File: src/rtl/video_pkg.sv
// Shared video timing defaults, FSM state type and Wishbone cycle constants
// for the SDRAM frame reader.
package video_pkg;

   localparam int HDISP_DEF = 800;
   localparam int VDISP_DEF = 480;
   localparam int NPIX_DEF  = HDISP_DEF * VDISP_DEF;

   typedef enum logic [1:0] {
      IDLE,
      READ,
      PAUSE
   } state_t;

   localparam logic [2:0] WB_CTI_CLASSIC = 3'b000;
   localparam logic [1:0] WB_BTE_LINEAR  = 2'b00;

endpackage

File: src/rtl/wshb_frame_reader_if.sv
// Wishbone classic bus bundle between the frame reader (master) and the
// SDRAM slave port.
interface wshb_if;

   logic        cyc;
   logic        stb;
   logic        we;
   logic [31:0] adr;
   logic [3:0]  sel;
   logic [2:0]  cti;
   logic [1:0]  bte;
   logic [31:0] dat_ms;
   logic [31:0] dat_sm;
   logic        ack;
   logic        err;
   logic        rty;

   modport master (
      output cyc, stb, we, adr, sel, cti, bte, dat_ms,
      input  dat_sm, ack, err, rty
   );

   modport slave (
      input  cyc, stb, we, adr, sel, cti, bte, dat_ms,
      output dat_sm, ack, err, rty
   );

endinterface

File: src/rtl/wshb_frame_reader.sv
// Wishbone master that streams one frame of 32-bit pixels from SDRAM into the
// video FIFO per frame_start pulse, pausing whenever the FIFO is almost full.
module wshb_frame_reader
   import video_pkg::*;
#(
   parameter int          HDISP     = HDISP_DEF,
   parameter int          VDISP     = VDISP_DEF,
   parameter logic [31:0] BASE_ADDR = 32'h0000_0000
) (
   input  logic        sys_clk,
   input  logic        sys_rst,
   input  logic        frame_start,
   wshb_if.master      wb,
   output logic [31:0] fifo_wdata,
   output logic        fifo_write,
   input  logic        fifo_walmost_full,
   output logic        frame_busy,
   output logic        overrun
);

   localparam int NPIX = HDISP * VDISP;
   localparam int CW   = $clog2(NPIX + 1);
   localparam logic [CW-1:0] LAST_IDX = CW'(NPIX - 1);

   state_t        state;
   state_t        next_state;
   logic [CW-1:0] count;
   logic [31:0]   adr;

   logic in_read;
   logic accept;
   logic advance;
   logic retry;
   logic last_word;

   assign in_read   = (state == READ);
   assign accept    = (state == IDLE) && frame_start;
   assign advance   = in_read && (wb.ack || wb.err);
   assign retry     = in_read && wb.rty && !wb.ack && !wb.err;
   assign last_word = advance && (count == LAST_IDX);

   always_ff @(posedge sys_clk or posedge sys_rst) begin
      if (sys_rst) begin
         state <= IDLE;
      end else begin
         state <= next_state;
      end
   end

   always_comb begin
      next_state = state;
      unique case (state)
         IDLE: begin
            if (accept) begin
               next_state = fifo_walmost_full ? PAUSE : READ;
            end
         end
         READ: begin
            if (last_word) begin
               next_state = IDLE;
            end else if (advance) begin
               next_state = fifo_walmost_full ? PAUSE : READ;
            end else if (retry) begin
               next_state = READ;
            end
         end
         PAUSE: begin
            if (!fifo_walmost_full) begin
               next_state = READ;
            end
         end
         default: next_state = IDLE;
      endcase
   end

   // cyc/stb follow the state directly so an async reset drops them at once
   always_comb begin
      wb.cyc    = in_read;
      wb.stb    = in_read;
      wb.we     = 1'b0;
      wb.adr    = adr;
      wb.sel    = 4'hF;
      wb.cti    = WB_CTI_CLASSIC;
      wb.bte    = WB_BTE_LINEAR;
      wb.dat_ms = 32'h0;
   end

   // An errored word is still written (as zero) so the frame stays aligned
   always_ff @(posedge sys_clk or posedge sys_rst) begin
      if (sys_rst) begin
         count      <= '0;
         adr        <= BASE_ADDR;
         fifo_wdata <= 32'h0;
         fifo_write <= 1'b0;
         frame_busy <= 1'b0;
         overrun    <= 1'b0;
      end else begin
         fifo_write <= 1'b0;
         if (frame_start && frame_busy) begin
            overrun <= 1'b1;
         end
         if (accept) begin
            count      <= '0;
            adr        <= BASE_ADDR;
            frame_busy <= 1'b1;
         end
         if (advance) begin
            fifo_write <= 1'b1;
            fifo_wdata <= wb.ack ? wb.dat_sm : 32'h0;
            count      <= count + CW'(1);
            adr        <= adr + 32'd4;
            if (last_word) begin
               frame_busy <= 1'b0;
            end
         end
      end
   end

endmodule

File: src/flat_wrapper.sv
// flat-port wrapper written by rule: the top's interface ports become plain ports
module wshb_frame_reader_flat import video_pkg::*;
#(
   parameter int          HDISP     = HDISP_DEF,
   parameter int          VDISP     = VDISP_DEF,
   parameter logic [31:0] BASE_ADDR = 32'h0000_0000
)
  (sys_clk, sys_rst, frame_start, fifo_wdata, fifo_write, fifo_walmost_full, frame_busy, overrun, wb_cyc, wb_stb, wb_we, wb_adr, wb_sel, wb_cti, wb_bte, wb_dat_ms, wb_dat_sm, wb_ack, wb_err, wb_rty);
  wshb_if wb_i ();
  input  logic sys_clk;
  input  logic sys_rst;
  input  logic frame_start;
  output logic [31:0] fifo_wdata;
  output logic fifo_write;
  input  logic fifo_walmost_full;
  output logic frame_busy;
  output logic overrun;
  output wire logic [$bits(wb_i.cyc)-1:0] wb_cyc;
  output wire logic [$bits(wb_i.stb)-1:0] wb_stb;
  output wire logic [$bits(wb_i.we)-1:0] wb_we;
  output wire logic [$bits(wb_i.adr)-1:0] wb_adr;
  output wire logic [$bits(wb_i.sel)-1:0] wb_sel;
  output wire logic [$bits(wb_i.cti)-1:0] wb_cti;
  output wire logic [$bits(wb_i.bte)-1:0] wb_bte;
  output wire logic [$bits(wb_i.dat_ms)-1:0] wb_dat_ms;
  input wire logic [$bits(wb_i.dat_sm)-1:0] wb_dat_sm;
  input wire logic [$bits(wb_i.ack)-1:0] wb_ack;
  input wire logic [$bits(wb_i.err)-1:0] wb_err;
  input wire logic [$bits(wb_i.rty)-1:0] wb_rty;
  assign wb_cyc = wb_i.cyc;
  assign wb_stb = wb_i.stb;
  assign wb_we = wb_i.we;
  assign wb_adr = wb_i.adr;
  assign wb_sel = wb_i.sel;
  assign wb_cti = wb_i.cti;
  assign wb_bte = wb_i.bte;
  assign wb_dat_ms = wb_i.dat_ms;
  assign wb_i.dat_sm = wb_dat_sm;
  assign wb_i.ack = wb_ack;
  assign wb_i.err = wb_err;
  assign wb_i.rty = wb_rty;
  wshb_frame_reader #(.HDISP(HDISP), .VDISP(VDISP), .BASE_ADDR(BASE_ADDR)) u_core (.sys_clk(sys_clk), .sys_rst(sys_rst), .frame_start(frame_start), .wb(wb_i), .fifo_wdata(fifo_wdata), .fifo_write(fifo_write), .fifo_walmost_full(fifo_walmost_full), .frame_busy(frame_busy), .overrun(overrun));
endmodule
File: config.mk
export PLATFORM = sky130hd
export DESIGN_NAME = wshb_frame_reader_flat
export DESIGN_NICKNAME = d
export VERILOG_FILES = /design/src/rtl/video_pkg.sv /design/src/rtl/wshb_frame_reader_if.sv /design/src/rtl/wshb_frame_reader.sv /design/src/flat_wrapper.sv
export SDC_FILE = /design/constraint.sdc
export NUM_CORES = 1
export LEC_CHECK = 0
export BUFFER_PORTS_ARGS = -buffer_cell sky130_fd_sc_hd__buf_2
export CORE_AREA = 4 4 101 103
export CTS_BUF_LIST = sky130_fd_sc_hd__clkbuf_8
export DETAILED_ROUTE_END_ITERATION = 8
export DIE_AREA = 0 0 105 107
export PLACE_DENSITY_LB_ADDON = 0.3
export SLEW_MARGIN = 20
export SYNTH_ARGS = -nofsm -noshare
export SYNTH_HDL_FRONTEND = slang
export SYNTH_SLANG_ARGS = --single-unit
File: constraint.sdc
create_clock -name sys_clk -period 2.4 [get_ports sys_clk]
set_clock_uncertainty 0.05 [all_clocks]
set_input_delay 0.24 -clock sys_clk [delete_from_list [all_inputs] [get_ports sys_clk]]
set_output_delay 0.24 -clock sys_clk [all_outputs]
set_load 0.005 [all_outputs]
==> results of run 1 <==
[cells by family after synthesis]
family / Yosys count / synth area share (%)
AO/OA/AOI/OAI: 52 / 9.46
AND/OR/NAND/NOR: 146 / 18.8
XOR/XNOR: 2 / 0.410
flip-flops: 86 / 50.4
other: 2 / 0.176
multiplexers: 39 / 9.14
adder cells (fa/ha/maj): 2 / 0.586
buffers and inverters: 74 / 11.1
[worst max-delay path: cells and delay by family (launching register included)]
kind,cells,cell delay [ns]
and+or+nand+nor,3,0.84
DFF,1,0.40
AOI/OAI and AO/OA,1,0.23
adders and majority gates,1,0.21
[power by group]
part / switching, mW / internal, mW / total, mW
sequential: 0.162 / 1.71 / 1.87
clock: 0.556 / 0.496 / 1.05
combinational: 0.466 / 0.441 / 0.907
[final cells by class]
type                            instances  area [um2]
Sequential cell                        86        2150
Tap cell                              111         139
Fill cell                             840        4250
Timing Repair Buffer                  114         611
Clock buffer                            9         124
Multi-Input combinational cell        285        1810
Inverter                                8        38.8
Clock inverter                          7        78.8
[cell usage after synthesis, drive strengths merged (3+ instances only)]
cell / instances / area (um2)
clkbuf: 8 / 30.0
nor3: 6 / 40.0
nand2: 56 / 213
dfrtp: 86 / 2150
a22o: 34 / 298
inv: 7 / 26.3
mux2i: 39 / 390
a21oi: 4 / 20.0
nand3: 11 / 55.1
buf: 58 / 409
nor2: 6 / 22.5
and4: 5 / 43.8
o21ai: 9 / 45.0
nor4: 3 / 48.8
nand4: 30 / 188
and2: 9 / 56.3
and3: 13 / 81.3
[per-stage QoR]
step / power [mW] / utilization, % / std cells / worst slack [ns] / hold WS, ns
final: 3.83 / 53.8 / 620 / 0.551 / 0.0383
after global routing: 4.08 / 53.8 / 620 / 0.416 / 0.0178
after CTS: 3.87 / 53.8 / 620 / 0.425 / 0.0218
after detailed placement: 2.81 / 51.5 / 603 / 0.436 / 0.339
after global placement: 2.79 / 51.5 / 603 / 0.498 / 0.337
after floorplan: 2.46 / - / 445 / 0.706 / 0.307
[state kept, by name, summed over array words and instances, names as in the netlist]
name / cells
u_core.count: 19
u_core.fifo_wdata: 32
u_core.fifo_write: 1
u_core.frame_busy: 1
u_core.overrun: 1
u_core.state: 2
u_core.wb.adr: 30
[layer usage]
layer	GRT usage [%]	part of all wire (%)
met5	0	0
met4	5.62	1.4
met3	5.24	7.6
met2	26.9	48
met1	21.6	43
[worst max-delay path by stage]
stage	end	slack (ns)	cells past startpoint
floorplan	u_core.state[0]	0.71	5
global placement	u_core.fifo_wdata[3]	0.50	4
detailed placement	u_core.fifo_wdata[25]	0.44	4
CTS	u_core.fifo_wdata[25]	0.43	4
global route	u_core.state[1]	0.42	5
finish	u_core.state[1]	0.55	5
==> results by group, run 1 <==
Logic synthesis
  – Post-Syn Area: 4270 um2
  – Syn Inst Count: 403
  – Synth unique cells: 37
  – #FFs+latches synth: 86
  – Asr flop ratio synth: 100%
  – Number of synthesized flops with an enable pin: 0
  – Ys Warns: 0
  – Syn Area/Cell: 10.6 um2
  – Sequential area share after synthesis: 50.4%
  – Ys flop type: dfrtp_1

Global routing
  – First-pass GRT wire length: 15500 um
  – Vias in the first global route: 3275
  – Initial antenna violation count: 0
  – Congestion Overflow GR: 0
  – Largest net degree at the start of global routing: 55
  – Global Route Usage Sum: 16.8%

Power and ir drop
  – Leakage: 2.74 nW
  – Max VDD drop: 0.482 mV
  – Cell Pwr Density: 773 nW/um2

Cells and area
  – Ant diodes: 0
  – Commonest non-fill, non-tap cell in the layout: buf_2
  – Final Instance Area: 4950 um2
  – Most frequent cells in the layout: buf_2 (104), dfrtp_1 (86), nand2_1 (55)
  – Layout cells sized above 1: 27.3%
  – Final nets: 545
  – Layout area overhead: 15.8%

Setup path
  – Critical Path Start: u_core.count[0]
  – Crit-path cells: ha_1, and3_1, nand3_1, or4_4, a31o_1
  – CP Launch Type: flip-flop
  – Reg2reg end: u_core.state[1]
  – RR Startpoint: u_core.count[0]
  – Worst Reg2Reg Path Length in Cells: 5
  – Slowest CP cell: or4_4
  – CP Max Fanout: 5
  – Required time worst endpoint: 2.59 ns
  – Setup CP Type: reg -> reg
  – Crit path arrival time: 2.04 ns
  – Critical path's largest stage delay: 0.50 ns
  – Critical Path Sink Type: flip-flop
  – Worst R2R Setup Slack: 0.55 ns

Routing
  – WL/cell: 14.8 um
  – Violation count after the first detailed-route iteration: 94
  – 1st-pass router iterations: 4
  – Routed Wire Length: 9160 um
  – Via density: 5.32
  – Detailed-route DRC error count: 0
  – Routed Antenna Nets: 0
  – Routed via count: 3296

Hold path
  – Hold_sp: wb_dat_sm[15]
  – Hold Crit Class: in -> reg
  – WHS Path Cells: 2
  – WHS Endpoint: u_core.fifo_wdata[15]

Clocking
  – Number of setup buffers added after CTS: 0
  – Clock root buffer: clkbuf_8
  – CTS max path bufs: 2
  – Total clock sinks: 86
  – CTS tree: built
  – Post-CTS Resized: 0
  – Num CTS Buffers: 9
  – Clock Pin Slew Worst Setup and Hold Paths: 0.10 ns
  – Htree depth: 3
  – Later-pin clock latency in the skew report: 0.36 ns
  – Post-CTS Hold Buffers: 1

Floorplan
  – Initial Util: 46.5%
  – CORE AREA: 9200 um2
  – I/O pin count: 150
  – FP Rows: 35
  – Die width: 105 um
  – Die area: 11200 um2
  – Die height: 107 um

Place
  – Placer Congestion: 0.788
  – Port buffer count: 104
  – DP Wirelength: 6450 um
  – Dpl cell area: 4730 um2

Timing
  – Final setup viols: 0
  – Fin Setup TNS: 0 ns
  – Crit share post-route: 77.0%
  – Max Fclk: 541 MHz
  – Count of final hold-check violations: 0
  – Rel. slew slack: 52.1%
  – Max-slew violations: 0
  – Min cycle time layout: 1.85 ns
  – Tightest Pin Transition: 0.719 ns
  – RSZ-0062 raised after global routing: false

Run
  – Max Cap Viol: 0

Outcome
  – Status: finished, final reports clean
Power figures use the tool's default switching activity.
==> inputs of run 2 (changes only) <==
--- a/config.mk
+++ b/config.mk
@@ -5,6 +5,7 @@
 export SDC_FILE = /design/constraint.sdc
 export NUM_CORES = 1
 export LEC_CHECK = 0
+export ABC_AREA = 1
 export BUFFER_PORTS_ARGS = -buffer_cell sky130_fd_sc_hd__buf_2
 export CORE_AREA = 4 4 101 103
 export CTS_BUF_LIST = sky130_fd_sc_hd__clkbuf_8
==> constraint.sdc (replaced) <==
create_clock -name sys_clk -period 1.9 [get_ports sys_clk]
set_clock_uncertainty 0.05 [all_clocks]
set_input_delay 0.19 -clock sys_clk [delete_from_list [all_inputs] [get_ports sys_clk]]
set_output_delay 0.19 -clock sys_clk [all_outputs]
set_load 0.005 [all_outputs]
==> results by group, run 2 <==
Place
  – Port buffer count: 105
  – DP Wirelength: 9040 um
  – Placer Congestion: 0.901

Cells and area
  – Layout cells sized above 1: 18.9%
  – Layout area overhead: 15.0%
  – Most frequent cells in the layout: nand2_1 (235), buf_2 (105), nand3_1 (85), dfrtp_1 (85), nor2_1 (70)
  – Final nets: 834
  – Max reg flops: 32
  – Commonest non-fill, non-tap cell in the layout: nand2_1
  – Ant diodes: 0
  – Largest registers: u_core.fifo_wdata: 32 flops, u_core.wb.adr: 30 flops, u_core.count: 19 flops
  – Largest reg by FF count: u_core.fifo_wdata
  – Fill cells: 872

Clocking
  – CTS tree: built
  – Htree depth: 3
  – Clock root buffer: clkbuf_8
  – Number of setup buffers added after CTS: 0
  – Total clock sinks: 86
  – Num CTS Buffers: 9
  – CTS max path bufs: 2
  – Later-pin clock latency in the skew report: 0.36 ns
  – Clock Pin Slew Worst Setup and Hold Paths: 0.10 ns

Floorplan
  – I/O pin count: 150
  – Die width: 105 um
  – Initial Util: 53.4%
  – CORE AREA: 9200 um2
  – FP Rows: 35
  – Die height: 107 um
  – Die area: 11200 um2

Run
  – Max Cap Viol: 0

Timing
  – WHS: 0.00734 ns
  – Crit share post-route: 88.9%
  – Max Fclk: 592 MHz
  – Max-slew violations: 0
  – RSZ-0062 raised after global routing: false
  – Fin Setup TNS: 0 ns
  – Count of final hold-check violations: 0
  – Final setup viols: 0
  – Min cycle time layout: 1.69 ns

Logic synthesis
  – Number of synthesized flops with an enable pin: 0
  – Synth unique cells: 35
  – Ys Warns: 0
  – Top post-synthesis cells by area: dfrtp_1 (44%), nand2_1 (18%), nand3_1 (8.7%), buf_4 (7.5%), nor2_1 (5.4%)
  – Syn Area/Cell: 7.18 um2
  – Post-synthesis simple-gate area fraction: 35.7%
  – Asr flop ratio synth: 100%
  – Biggest area consumer among synthesized cells: dfrtp_1
  – #FFs+latches synth: 86
  – Synth Area in Compound Gates: 5.43%
  – Synth cell count leaders: nand2_1 (235), dfrtp_1 (86), nand3_1 (85)
  – Sequential area share after synthesis: 43.8%
  – Multiplexer share of the synthesized area: 0%
  – Top-count cell post-synth: nand2_1
  – Adder-Cell Fraction of Synth Area: 0.510%
  – Top cell type's share of synthesized area: 43.8%
  – Post-Syn Area: 4910 um2
  – Ys flop type: dfrtp_1
  – Synth Area in XOR/XNOR: 0.535%
  – Syn Inst Count: 684
  – Largest family of logic cells by synthesized area: simple AND/OR/NAND/NOR gates

Setup path
  – Crit path arrival time: 1.88 ns
  – Most frequent CP cell: nand2_1
  – Setup CP Type: reg -> reg
  – CP Launch Type: flip-flop
  – RR Startpoint: u_core.state[1]
  – Crit-path cells: inv_2, nand2_1, nor2_4, buf_4, nand3_2, nor2_2, nand2_1, nand2_1, nand2_1
  – CP Max Fanout: 9
  – Slowest CP cell: dfrtp_1
  – CP delay by family, top: simple AND/OR/NAND/NOR gates
  – Critical path's largest stage delay: 0.45 ns
  – Critical Path Sink Type: flip-flop
  – Critical Path Start: u_core.state[1]
  – Buf/Inv on CP: 2
  – Required time worst endpoint: 2.10 ns

Routing
  – Routed Antenna Nets: 0
  – 1st-pass router iterations: 4
  – Detailed-route DRC error count: 0
  – Routed via count: 4670
  – WL/cell: 13.3 um
  – Via density: 5.14
  – Routed Wire Length: 12100 um
  – Violation count after the first detailed-route iteration: 236

Global routing
  – Congestion Overflow GR: 0
  – Vias in the first global route: 4467
  – Initial antenna violation count: 0
  – Global Route Usage Sum: 22.0%
  – First-pass GRT wire length: 20400 um
  – Largest net degree at the start of global routing: 87

Power and ir drop
  – Leakage: 2.98 nW
  – Max VDD drop: 0.641 mV
  – Cell Pwr Density: 1030 nW/um2

Hold path
  – Hold_sp: wb_dat_sm[26]
  – Hold Crit Class: in -> reg

Outcome
  – Status: finished, final reports clean
==> run 2: cell count changes in the layout (fill, tap and decap cells not counted), moves of 4 or more <==
cell	change
a21oi_1	+4
a22o_1	-32
and2_1	-7
and3_1	-12
and4_1	-5
inv_1	+52
inv_2	+5
mux2i_1	-39
nand2_1	+180
nand3_1	+74
nand4_1	-26
nor2_1	+64
nor2_2	+4
o21ai_1	+23
==> run 2: worst paths after layout <==
check | depth (start not counted) | to | slack (ns)
max | 9 | u_core.count[14] | 0.21
max in group asynchronous | 4 | u_core.wb.adr[15] | 0.99
min in group asynchronous | 4 | u_core.overrun | 0.43
max reg2reg | 9 | u_core.count[14] | 0.21
min reg2reg | 1 | u_core.overrun | 0.42
min | 3 | u_core.fifo_wdata[26] | 0.007
==> run 2: repair_timing <==
action | 4_1_cts | 5_1_grt
gates resized for setup | 0 | 2
setup endpoints to repair | 0 | 1
hold endpoints to repair | 87 | 1
hold buffers | 2 | 1
==> run 2: final cells by class <==
class,count,area (um2),area share [%]
inverter,64,244,4.32
tap,111,139,2.46
timing repair buffer,120,658,11.7
sequential,86,2150,38.1
multi-input combinational,512,2240,39.7
clock buffer,9,124,2.19
clock inverter,7,87.6,1.55
==> run 2: cell families (layout without fill, tap and decap cells) <==
family	count (synthesis)	count (layout)
simple gates	415	415
other cells	2	44
fa+ha+maj	2	2
buf+inv	128	200
xor+xnor	3	3
flops	86	86
compound gates	48	48
==> run 2: through the flow <==
| step | setup slack, ns | power [mW] | cells | instance area, um2 | utilization (%) |
|---|---|---|---|---|---|
| after floorplan | 0.329 | 3.75 | 726 | 5070 | - |
| after global placement | 0.263 | 4.36 | 890 | 5400 | 58.7 |
| after detailed placement | 0.187 | 4.44 | 890 | 5400 | 58.7 |
| after CTS | 0.179 | 5.82 | 908 | 5630 | 61.2 |
| after global routing | 0.0581 | 6.22 | 909 | 5650 | 61.4 |
| final | 0.212 | 5.80 | 909 | 5650 | 61.4 |
==> run 2: worst register-to-register path: stages (launching register included) <==
cell and delay [ns]:
dfrtp_1 0.45, inv_2 0.11, nand2_1 0.11, nor2_4 0.17, buf_4 0.23, nand3_2 0.12
nor2_2 0.18, nand2_1 0.07, nand2_1 0.06, nand2_1 0.04
==> run 2: layer usage <==
layer | share of wire (%) | up-vias | GRT usage, % | wire length, um
li1 | - | 2290 | - | -
met1 | 44 | 2198 | 28.9 | 5350
met2 | 46 | 166 | 36.0 | 5590
met3 | 7.9 | 16 | 5.66 | 950
met4 | 1.3 | 0 | 6.37 | 159
met5 | 0 | - | 0 | 0
==> run 2: report_power, final <==
part	internal, mW	switching [mW]	leakage [nW]
registers	2.21	0.264	1.14
clock network	0.640	0.753	0.102
logic	0.712	1.22	1.74
==> inputs of run 3 (changes only) <==
--- a/config.mk
+++ b/config.mk
@@ -7,10 +7,12 @@
 export LEC_CHECK = 0
 export ABC_AREA = 1
 export BUFFER_PORTS_ARGS = -buffer_cell sky130_fd_sc_hd__buf_2
-export CORE_AREA = 4 4 101 103
+export CELL_PAD_IN_SITES_DETAIL_PLACEMENT = 1
+export CELL_PAD_IN_SITES_GLOBAL_PLACEMENT = 2
+export CORE_AREA = 4 4 136 138
 export CTS_BUF_LIST = sky130_fd_sc_hd__clkbuf_8
 export DETAILED_ROUTE_END_ITERATION = 8
-export DIE_AREA = 0 0 105 107
+export DIE_AREA = 0 0 140 142
 export PLACE_DENSITY_LB_ADDON = 0.3
 export SLEW_MARGIN = 20
 export SYNTH_ARGS = -nofsm -noshare
==> results by group, run 3 (synthesized netlist as in run 2, its figures left out) <==
Routing
  – Routed Antenna Nets: 0
  – Met2 WL: 8330 um
  – Max layer used: met4
  – Via density: 4.53
  – Detailed-route DRC error count: 0
  – WL/cell: 15.2 um
  – 1st-pass router iterations: 4
  – Violation count after the first detailed-route iteration: 178
  – Metal3 WL: 979 um
  – Routed via count: 4803
  – Routed Wire Length: 16100 um
  – WL met1: 6520 um

Setup path
  – Reg2reg end: u_core.wb.adr[25]
  – Setup CP Type: reg -> reg
  – Worst R2R Setup Slack: 0.15 ns
  – Crit-path cells: inv_2, nand2_1, nor2_4, nand3_1, nor2_4, nand3_1, nand2_1, nand2_1
  – RR Startpoint: u_core.state[1]
  – Critical Path Sink Type: flip-flop
  – Slowest CP cell: dfrtp_1
  – Crit path arrival time: 1.96 ns
  – Critical path's largest stage delay: 0.45 ns
  – CP Launch Type: flip-flop
  – CP Max Fanout: 9
  – Worst Reg2Reg Path Length in Cells: 8
  – Required time worst endpoint: 2.11 ns
  – Most frequent CP cell: nand2_1

Global routing
  – Global Route Usage Sum: 16.5%
  – First-pass GRT wire length: 26500 um
  – Largest net degree at the start of global routing: 35
  – Vias in the first global route: 5251
  – Initial antenna violation count: 0
  – Congestion Overflow GR: 0

Power and ir drop
  – Cell Pwr Density: 957 nW/um2
  – Max VDD drop: 0.464 mV
  – Leakage: 3.14 nW

Place
  – Dpl cell area: 5600 um2
  – Port buffer count: 105
  – Placer Congestion: 0.822
  – DP Wirelength: 12300 um
  – Pre-CTS setup slack: 0.123 ns

Cells and area
  – Largest reg by FF count: u_core.fifo_wdata
  – Layout area overhead: 24.9%
  – Layout cells sized above 1: 18.6%
  – Final nets: 872
  – Max reg flops: 32
  – Ant diodes: 0
  – Most frequent cells in the layout: nand2_1 (235), buf_2 (105), dfrtp_1 (86)
  – Commonest non-fill, non-tap cell in the layout: nand2_1
  – Final Instance Area: 6130 um2
  – Largest registers: u_core.fifo_wdata: 32 flops, u_core.wb.adr: 30 flops, u_core.count: 19 flops

Clocking
  – Num CTS Buffers: 9
  – Clock root buffer: clkbuf_8
  – Later-pin clock latency in the skew report: 0.38 ns
  – Clock Pin Slew Worst Setup and Hold Paths: 0.10 ns
  – Htree depth: 3
  – CTS tree: built
  – Total clock sinks: 86
  – CTS max path bufs: 2
  – Number of setup buffers added after CTS: 0

Timing
  – Rel. slew slack: 63.6%
  – WHS: 0.0756 ns
  – Max-slew violations: 0
  – Final setup viols: 0
  – RSZ-0062 raised after global routing: false
  – Tightest Pin Transition: 0.545 ns
  – Crit share post-route: 92.0%
  – Min cycle time layout: 1.75 ns
  – Fin worst setup slack: 0.153 ns
  – Max Fclk: 572 MHz
  – Fin Setup TNS: 0 ns
  – Count of final hold-check violations: 0

Hold path
  – Hold_sp: fifo_walmost_full
  – WHS Path Cells: 3
  – WHS Endpoint: u_core.state[1]
  – Hold Crit Class: in -> reg

Floorplan
  – I/O pin count: 150
  – Die height: 142 um
  – Die width: 140 um
  – Die area: 19900 um2
  – Initial Util: 28.6%
  – CORE AREA: 17200 um2
  – FP Rows: 48

Outcome
  – Status: finished, final reports clean

Run
  – Max Cap Viol: 0
[run 3: cell types whose count changed in the layout (fill, tap and decap cells not counted)]
cell           before  now
inv_8               3    0
buf_4              11   18
clkinv_2            0    1
nor2_2              4    3
dfrtp_2             1    0
dlygate4sd3_1       3   34
nor2_4              3    4
dfrtp_1            85   86
inv_1              58   59
[run 3: cell type report]
class / count / area, um2
multi-input combinational: 512 / 2250
inverter: 64 / 244
clock inverter: 6 / 62.6
timing repair buffer: 158 / 1020
sequential: 86 / 2150
tap: 225 / 282
fill: 2194 / 11000
clock buffer: 9 / 124
[run 3: where the power goes]
part	switching [mW]	internal, mW	total, mW	leakage (nW)
Combinational	1.31	0.765	2.08	1.91
Clock	0.708	0.598	1.31	0.0929
Sequential	0.272	2.21	2.48	1.14
Total	2.29	3.57	5.87	3.14
[run 3: repair_timing]
action,in CTS,in global routing
gates resized for setup,0,1
endpoints found under the hold margin,51,0
setup endpoints to repair,0,4
hold buffers,34,0
[run 3: how the worst max path moves through the flow]
stage / to / slack (ns) / from
after floorplan: u_core.count[14] / 0.33 / u_core.count[0]
after global placement: u_core.count[14] / 0.22 / u_core.state[1]
after detailed placement: u_core.wb.adr[25] / 0.12 / u_core.state[1]
after CTS: u_core.wb.adr[25] / 0.08 / u_core.state[1]
after global routing: u_core.wb.adr[25] / 0.006 / u_core.state[1]
final: u_core.wb.adr[25] / 0.15 / u_core.state[1]
[run 3: metrics by stage]
step,total power [mW],std cells,util (%)
2_1_floorplan,3.75,726,-
3_3_place_gp,4.50,1011,32.6
3_5_place_dp,4.58,1011,32.6
4_1_cts,6.02,1060,35.7
5_1_grt,6.38,1060,35.7
6_report,5.87,1060,35.7
[run 3: per-layer routing]
metal / GRT usage, % / vias up
met4: 4.44 / 0
met2: 30.5 / 117
li1: - / 2355
met5: 0 / -
met3: 5.01 / 19
met1: 18.5 / 2312
[run 3: critical path: cells and delay by family, from the launching register on]
kind	cells	cell delay, ns
simple gates	7	1.03
flops	1	0.45
buf+inv	1	0.10
